File: src/rtl/mod_exp_ctrl.sv
// mod_exp_ctrl
//   Sequencer for a left-to-right square-and-multiply modular exponentiation
//   built around an external Montgomery multiplier.
//     acc = one_m
//     for i = EBITS-1 downto 0:
//       acc = MM(acc, acc)
//       if exponent[i]: acc = MM(acc, base)
//     result = MM(acc, 1)      (converts back out of the Montgomery domain)
//
// Ports
//   clk, reset      rising-edge clock, asynchronous active-high reset
//   start           request a new exponentiation (only looked at in IDLE)
//   base, exponent  operands; base is already in Montgomery form
//   one_m           Montgomery form of 1 (R mod N), the initial accumulator
//   mm_x, mm_y      operands presented to the multiplier
//   mm_start        one-cycle request pulse to the multiplier
//   mm_z, mm_done   multiplier product and its one-cycle completion pulse
//   result          final product, held until the next completion
//   done            one-cycle completion pulse
//   busy            high from start acceptance through the done cycle
//   dbg_state       current FSM state encoding (debug visibility)
//
// Handshake: the caller raises start while busy=0; the request is taken on
// that clock edge and everything on base/exponent/one_m is copied then, so
// the inputs are free to change afterwards. Toward the multiplier, mm_x/mm_y
// are valid in the cycle mm_start is high and stay put until the matching
// mm_done; exactly one request is outstanding at any time, and mm_done is
// only honoured while a request is outstanding (the *_WAIT states).
module mod_exp_ctrl #(
    parameter int WIDTH = 192,
    parameter int EBITS = 192
) (
    input  logic             clk,
    input  logic             reset,
    input  logic             start,
    input  logic [WIDTH-1:0] base,
    input  logic [EBITS-1:0] exponent,
    input  logic [WIDTH-1:0] one_m,
    output logic [WIDTH-1:0] mm_x,
    output logic [WIDTH-1:0] mm_y,
    output logic             mm_start,
    input  logic [WIDTH-1:0] mm_z,
    input  logic             mm_done,
    output logic [WIDTH-1:0] result,
    output logic             done,
    output logic             busy,
    output logic [2:0]       dbg_state
);

    localparam int             CW      = (EBITS > 1) ? $clog2(EBITS) : 1;
    localparam logic [CW-1:0]  CNT_TOP = CW'(EBITS - 1);
    localparam logic [WIDTH-1:0] ONE   = WIDTH'(1);

    typedef enum logic [2:0] {
        IDLE      = 3'd0,
        SQR_ISSUE = 3'd1,
        SQR_WAIT  = 3'd2,
        MUL_ISSUE = 3'd3,
        MUL_WAIT  = 3'd4,
        FIX_ISSUE = 3'd5,
        FIX_WAIT  = 3'd6,
        DONE      = 3'd7
    } state_t;

    state_t           state;
    logic [WIDTH-1:0] acc;
    logic [WIDTH-1:0] base_r;
    logic [EBITS-1:0] exp_r;
    logic [CW-1:0]    cnt;

    assign dbg_state = state;

    // Operands for the next request are loaded on the same edge that enters
    // the *_ISSUE state, straight from the value being written into acc
    // (mm_z on a completion, one_m on start). That way mm_x/mm_y are already
    // valid in the issue cycle without an extra pipeline stage.
    always_ff @(posedge clk or posedge reset) begin
        if (reset) begin
            state    <= IDLE;
            acc      <= '0;
            base_r   <= '0;
            exp_r    <= '0;
            cnt      <= '0;
            result   <= '0;
            mm_x     <= '0;
            mm_y     <= '0;
            mm_start <= 1'b0;
            done     <= 1'b0;
            busy     <= 1'b0;
        end else begin
            mm_start <= 1'b0;
            done     <= 1'b0;
            case (state)
                IDLE: begin
                    if (start) begin
                        base_r   <= base;
                        exp_r    <= exponent;
                        acc      <= one_m;
                        cnt      <= CNT_TOP;
                        mm_x     <= one_m;
                        mm_y     <= one_m;
                        mm_start <= 1'b1;
                        busy     <= 1'b1;
                        state    <= SQR_ISSUE;
                    end
                end
                SQR_ISSUE: state <= SQR_WAIT;
                SQR_WAIT: begin
                    if (mm_done) begin
                        acc      <= mm_z;
                        mm_x     <= mm_z;
                        mm_start <= 1'b1;
                        if (exp_r[cnt]) begin
                            // Bit set: multiply in the base before moving on.
                            mm_y  <= base_r;
                            state <= MUL_ISSUE;
                        end else if (cnt == '0) begin
                            mm_y  <= ONE;
                            state <= FIX_ISSUE;
                        end else begin
                            mm_y  <= mm_z;
                            cnt   <= cnt - CW'(1);
                            state <= SQR_ISSUE;
                        end
                    end
                end
                MUL_ISSUE: state <= MUL_WAIT;
                MUL_WAIT: begin
                    if (mm_done) begin
                        acc      <= mm_z;
                        mm_x     <= mm_z;
                        mm_start <= 1'b1;
                        if (cnt == '0) begin
                            mm_y  <= ONE;
                            state <= FIX_ISSUE;
                        end else begin
                            mm_y  <= mm_z;
                            cnt   <= cnt - CW'(1);
                            state <= SQR_ISSUE;
                        end
                    end
                end
                FIX_ISSUE: state <= FIX_WAIT;
                FIX_WAIT: begin
                    if (mm_done) begin
                        // result and done are registered together so the
                        // product is visible in the same cycle as the pulse.
                        acc    <= mm_z;
                        result <= mm_z;
                        done   <= 1'b1;
                        state  <= DONE;
                    end
                end
                DONE: begin
                    busy  <= 1'b0;
                    state <= IDLE;
                end
                default: state <= IDLE;
            endcase
        end
    end

endmodule

File: config.mk
export PLATFORM = sky130hd
export DESIGN_NAME = mod_exp_ctrl
export DESIGN_NICKNAME = d
export VERILOG_FILES = /design/src/rtl/mod_exp_ctrl.sv
export SDC_FILE = /design/constraint.sdc
export NUM_CORES = 2
export LEC_CHECK = 0
export ABC_AREA = 0
export CORE_AREA = 2 2 531 533
export DETAILED_ROUTE_END_ITERATION = 10
export DIE_AREA = 0 0 533 535
export PLACE_DENSITY_LB_ADDON = 0.2
export REMOVE_ABC_BUFFERS = 1
export SKIP_LAST_GASP = 1
export SYNTH_ARGS = -nofsm -noshare
export SYNTH_HDL_FRONTEND = slang
export SYNTH_SLANG_ARGS = --single-unit
File: constraint.sdc
create_clock -name clk -period 40.1 [get_ports clk]
set_input_delay 12.03 -clock clk [delete_from_list [all_inputs] [get_ports clk]]
set_output_delay 12.03 -clock clk [all_outputs]
set_load 0.005 [all_outputs]
Word level (Yosys, flattened, before mapping)
Index checks and enable logic that the tools add are counted.

word-level totals
  flip-flop bits (word level) = 974
  output and inout port bits = 582
  logic and storage cells = 67

operators by class
  $add $sub $neg = 1
  magnitude comparators = 1
  equality and inequality tests = 13
  multiplexer cells = 29
  reduce and logical (&&, ||, !) cells = 13

operator list
  cell                   number
  $mux W192              6
  $pmux W192 S3          1
  $pmux W192 S2          1
  $mux W8                5
  $pmux W3 S8            1
  $pmux W8 S3            1
  $mux W3                6
  $eq A3 B3 Y1 const B   4
  $ne A2 B2 Y1 const B   5
  $lt A8 B9 Y1 const B   1
  $bmux W1 S8            1
  $logic_not A8 Y1       1
  $reduce_and A4 Y1      2
  $sub A8 B1 Y8 const B  1
  $eq A3 B2 Y1 const B   2
  $reduce_and A2 Y1      3
  $mux W1                5
  $reduce_and A5 Y1      1
  $pmux W1 S2            2
  $reduce_bool A2 Y1     2
  $eq A3 B1 Y1 const B   1
  $logic_not A3 Y1       1
  $reduce_and A3 Y1      1
  $reduce_bool A3 Y1     1
  2 further kinds        2

Depth between registers and ports, before layout
  word-level depth = 5
  mapped depth = 14
  mapped depth without buffers = 8

Worst setup path before layout
Ideal clock, no wire load.

  path kind = input port to flip-flop
  start point = in mm_done
  end point = reg mm_y[0]
  arrival = 13,692 ps
  required time = 40,012 ps
  slack = 26,319 ps
  stages on the path = 8
  buffers on the path = 3
  cell sequence = mux2i_1 > or2_2 > a21oi_1 > clkbuf_1 > clkbuf_1 > clkbuf_1 > nor2_1 > a41oi_1

between the ends
  longest elaborated chain between the ends = 2
  elaborated cells on any way between the ends = 3
  those cells by class = eq/ne (2); reduce/logical (1)

RTL lines
  what                                  line  source
  start: declaration                    43    input logic mm_done,
  $ne A2 B2 Y1 (no source line)         n/a
  $reduce_and A4 Y1 (no source line) *  n/a
  end signal: assignment                101   mm_y <= one_m;
  end signal: assignment                115   mm_y <= base_r;
  end signal: assignment                121   mm_y <= mm_z;
  end: declaration                      40    output logic [WIDTH-1:0] mm_y,

Every way passes the cells marked *; elsewhere a longest branch is shown, timed or not.
A chain may end at the register's enable or synchronous reset.

Final worst setup path
  start point = in start
  end point = reg base_r[101]

between the ends
  longest elaborated chain between the ends = 1

RTL lines
  what                                line  source
  start: declaration                  35    input logic start,
  $reduce_and A2 Y1 (no source line)  n/a
  end signal: assignment              96    base_r <= base;
  end: declaration                    67    logic [WIDTH-1:0] base_r;

Every way passes these cells.

==> results.toml <==
[status]
outcome = "completed"

[cts]
cts_tree = "yes"
htreeDepth = 4
ctsHoldBuffers = 0
cts_setup_buffers = 0
worstSkewPairLatency_ps = 800
cts.sinks = 974
path_clk_slew_ps = 60
cts.path.max_buffers = 4
numCtsBuffers = 135
cts.repair.resized = 0
cts_root_buf = "clkbuf_16"

[final_layout]
drive_above_1_share_pct = 12.8
final_util_pct = 22.9
fin_area_um2 = 64000
finalNetCount = 6187
syn_to_final_growth_pct = 52.0
fillers = 30000
final_common_cell = "clkdlybuf4s50_1"
final_cell_mix = "1353 x clkdlybuf4s50_1, 1178 x nand2_1, 972 x dfrtp_1"

[logic_synthesis]
synth_area_leaders = "dfrtp_1 58%, nand2_1 11%, mux2_2 10%"
avgSynthCellArea_um2 = 10.1
yosysUniqueCellTypes = 53
syn-cell-area_um2 = 42100
ys.flop_type = "dfrtp_1"
yosys_warnings = 0
syn_inst = 4160
synthArstFlopShare_pct = 100
synth_seq_cells = 974
ys_seq_area_share_pct = 57.9
synth_edf_count = 0
yosysTopAreaCellShare_pct = 57.9
yosysTopAreaCell = "dfrtp_1"

[hold_path]
hp-class = "flip-flop to flip-flop"
holdPathStages = 2

[setup_path]
critPathKind = "input pin to flip-flop"
regToRegSetupSlack_ps = 34330
crit_path_max_fanout = 71
cp-start-kind = "input pin"
r2r_cells = 11
arrival_ps = 17170
worst-endpoint-required_ps = 40770
cp-end-kind = "flip-flop"

[sta]
hold_viol_final = 0
drv_slew = 0
rsz0062_at_grt = "false"
period_share_pct = 41.1
max_freq_mhz = 60.6
setup_viol = 0
skew_ps = 46.4
period_minus_slack_ps = 16500
whs_ps = 476
slew_headroom_pct = 25.2
worst_slew_pin_slew_ps = 1120

[power_and_ir_drop]
leakagePower_nw = 25.9
sw_frac_of_total_pct = 38.7
pwr-share-clk_pct = 21.8
power.switching_mw = 2.12
ir_drop_v = 0.0000493
power_density_nw_per_um2 = 85.8
seqPwrFrac_pct = 33.4
power.internal_mw = 3.37
comb_power_share_pct = 44.7

[placement]
io_buffers = 1353
postPlaceCellArea_um2 = 59600
place.gp.congestion = 0.833
dp.final_hpwl_mm = 170

[route]
wl_per_cell_um = 24.3
via_per_inst = 4.01
drt-initial-drc-count = 2131
vias = 37100
wirelength_mm = 225
drc = 0
postRouteAntennaNets = 0
first_pass_iters = 5

[global_route]
grt_max_degree = 226
grt_pass1_wl_mm = 312
grt_pass1_vias = 38000
antenna_found_initial = 103
globalRouteOverflowTotal = 0
grt_usage_pct = 15.3

[die]
dieHeight_um = 535
core_um2 = 279000
chipWidth_um = 533
start_util_pct = 15.1
io_pins = 1354
row_count = 194
die-area_um2 = 285000

[flow_run]
drv_cap = 0
[layer usage]
metal,global-route usage (%),routed length [um],share of wire (%),up-vias
met5,0,690,0.31,-
met4,6.35,9270,4.1,114
met3,6.29,21900,9.7,402
met2,24.8,106000,47,1497
met1,17.7,88000,39,18300
li1,-,-,-,16800
[critical path: stages]
cell	delay (ps)
clkdlybuf4s50_1	510
nand2b_1	100
nor3_2	160
buf_4	660
buf_4	760
buf_4	870
buf_4	660
buf_4	700
mux2_2	410
[path summary, 6_finish.rpt]
kind | startpoint | to
min in group asynchronous | reset | result[128]
max | start | base_r[101]
max in group asynchronous | reset | result[8]
min | result[97] | result[97]
min reg2reg | result[97] | result[97]
max reg2reg | cnt[0] | mm_y[124]
[Yosys cell counts, types with 3 or more instances]
library cell,count
nand3_1,3
a311oi_1,3
nand2_1,1178
mux2_1,4
nor4_1,3
o22ai_1,194
o21ai_0,194
buf_1,7
mux2_2,387
nor2b_1,7
nand2b_1,5
buf_6,4
clkbuf_1,236
or2_2,3
nor4_2,3
a31oi_1,192
mux4_2,44
mux2i_1,22
buf_4,16
inv_1,6
a21oi_1,201
nor3_1,7
dfrtp_1,974
buf_2,32
nor2_1,402
[cell families after synthesis]
group | share of synthesized area, %
compound gates | 10.9
xor+xnor | 0.0208
fa+ha+maj | 0.0297
buf+inv | 3.14
flops | 57.9
mux | 13.3
simple gates | 14.7
[metrics by stage]
step           instances  setup WS (ps)  power (mW)  TNS (ps)
6_report            9267          23600        5.49         0
5_1_grt             9251          23210        5.86         0
4_1_cts             9232          23680        5.61         0
3_5_place_dp        9001          22790        4.37         0
3_3_place_gp        9001          22850        4.34         0
2_1_floorplan       3862         -13960        3.68  -2658700
[cell type report]
cell class | instances | area, um^2 | share of cell area, %
Antenna cell | 35 | 87.6 | 0.137
Clock buffer | 204 | 4000 | 6.26
Clock inverter | 27 | 288 | 0.450
Inverter | 8 | 46.3 | 0.0723
Multi-Input combinational cell | 2880 | 16500 | 25.7
Sequential cell | 974 | 24400 | 38.1
Tap cell | 3724 | 4660 | 7.28
Timing Repair Buffer | 1415 | 14100 | 22.0
[flip-flops by register name, summed over array words and instances, names as in the netlist]
name	count
result	192
dbg_state	3
mm_x	192
base_r	192
exp_r	192
cnt	8
mm_y	192
done	1
busy	1
mm_start	1
[power by group through the flow]
stage / Clock, mW / Sequential (mW) / Combinational (mW)
after global placement: 0 / 1.85 / 2.49
after global routing: 1.28 / 1.90 / 2.68
after detailed placement: 0 / 1.86 / 2.51
after CTS: 1.24 / 1.85 / 2.52
after floorplan: 0 / 1.80 / 1.88
final: 1.20 / 1.84 / 2.46
(Power assumes the default switching activity.)
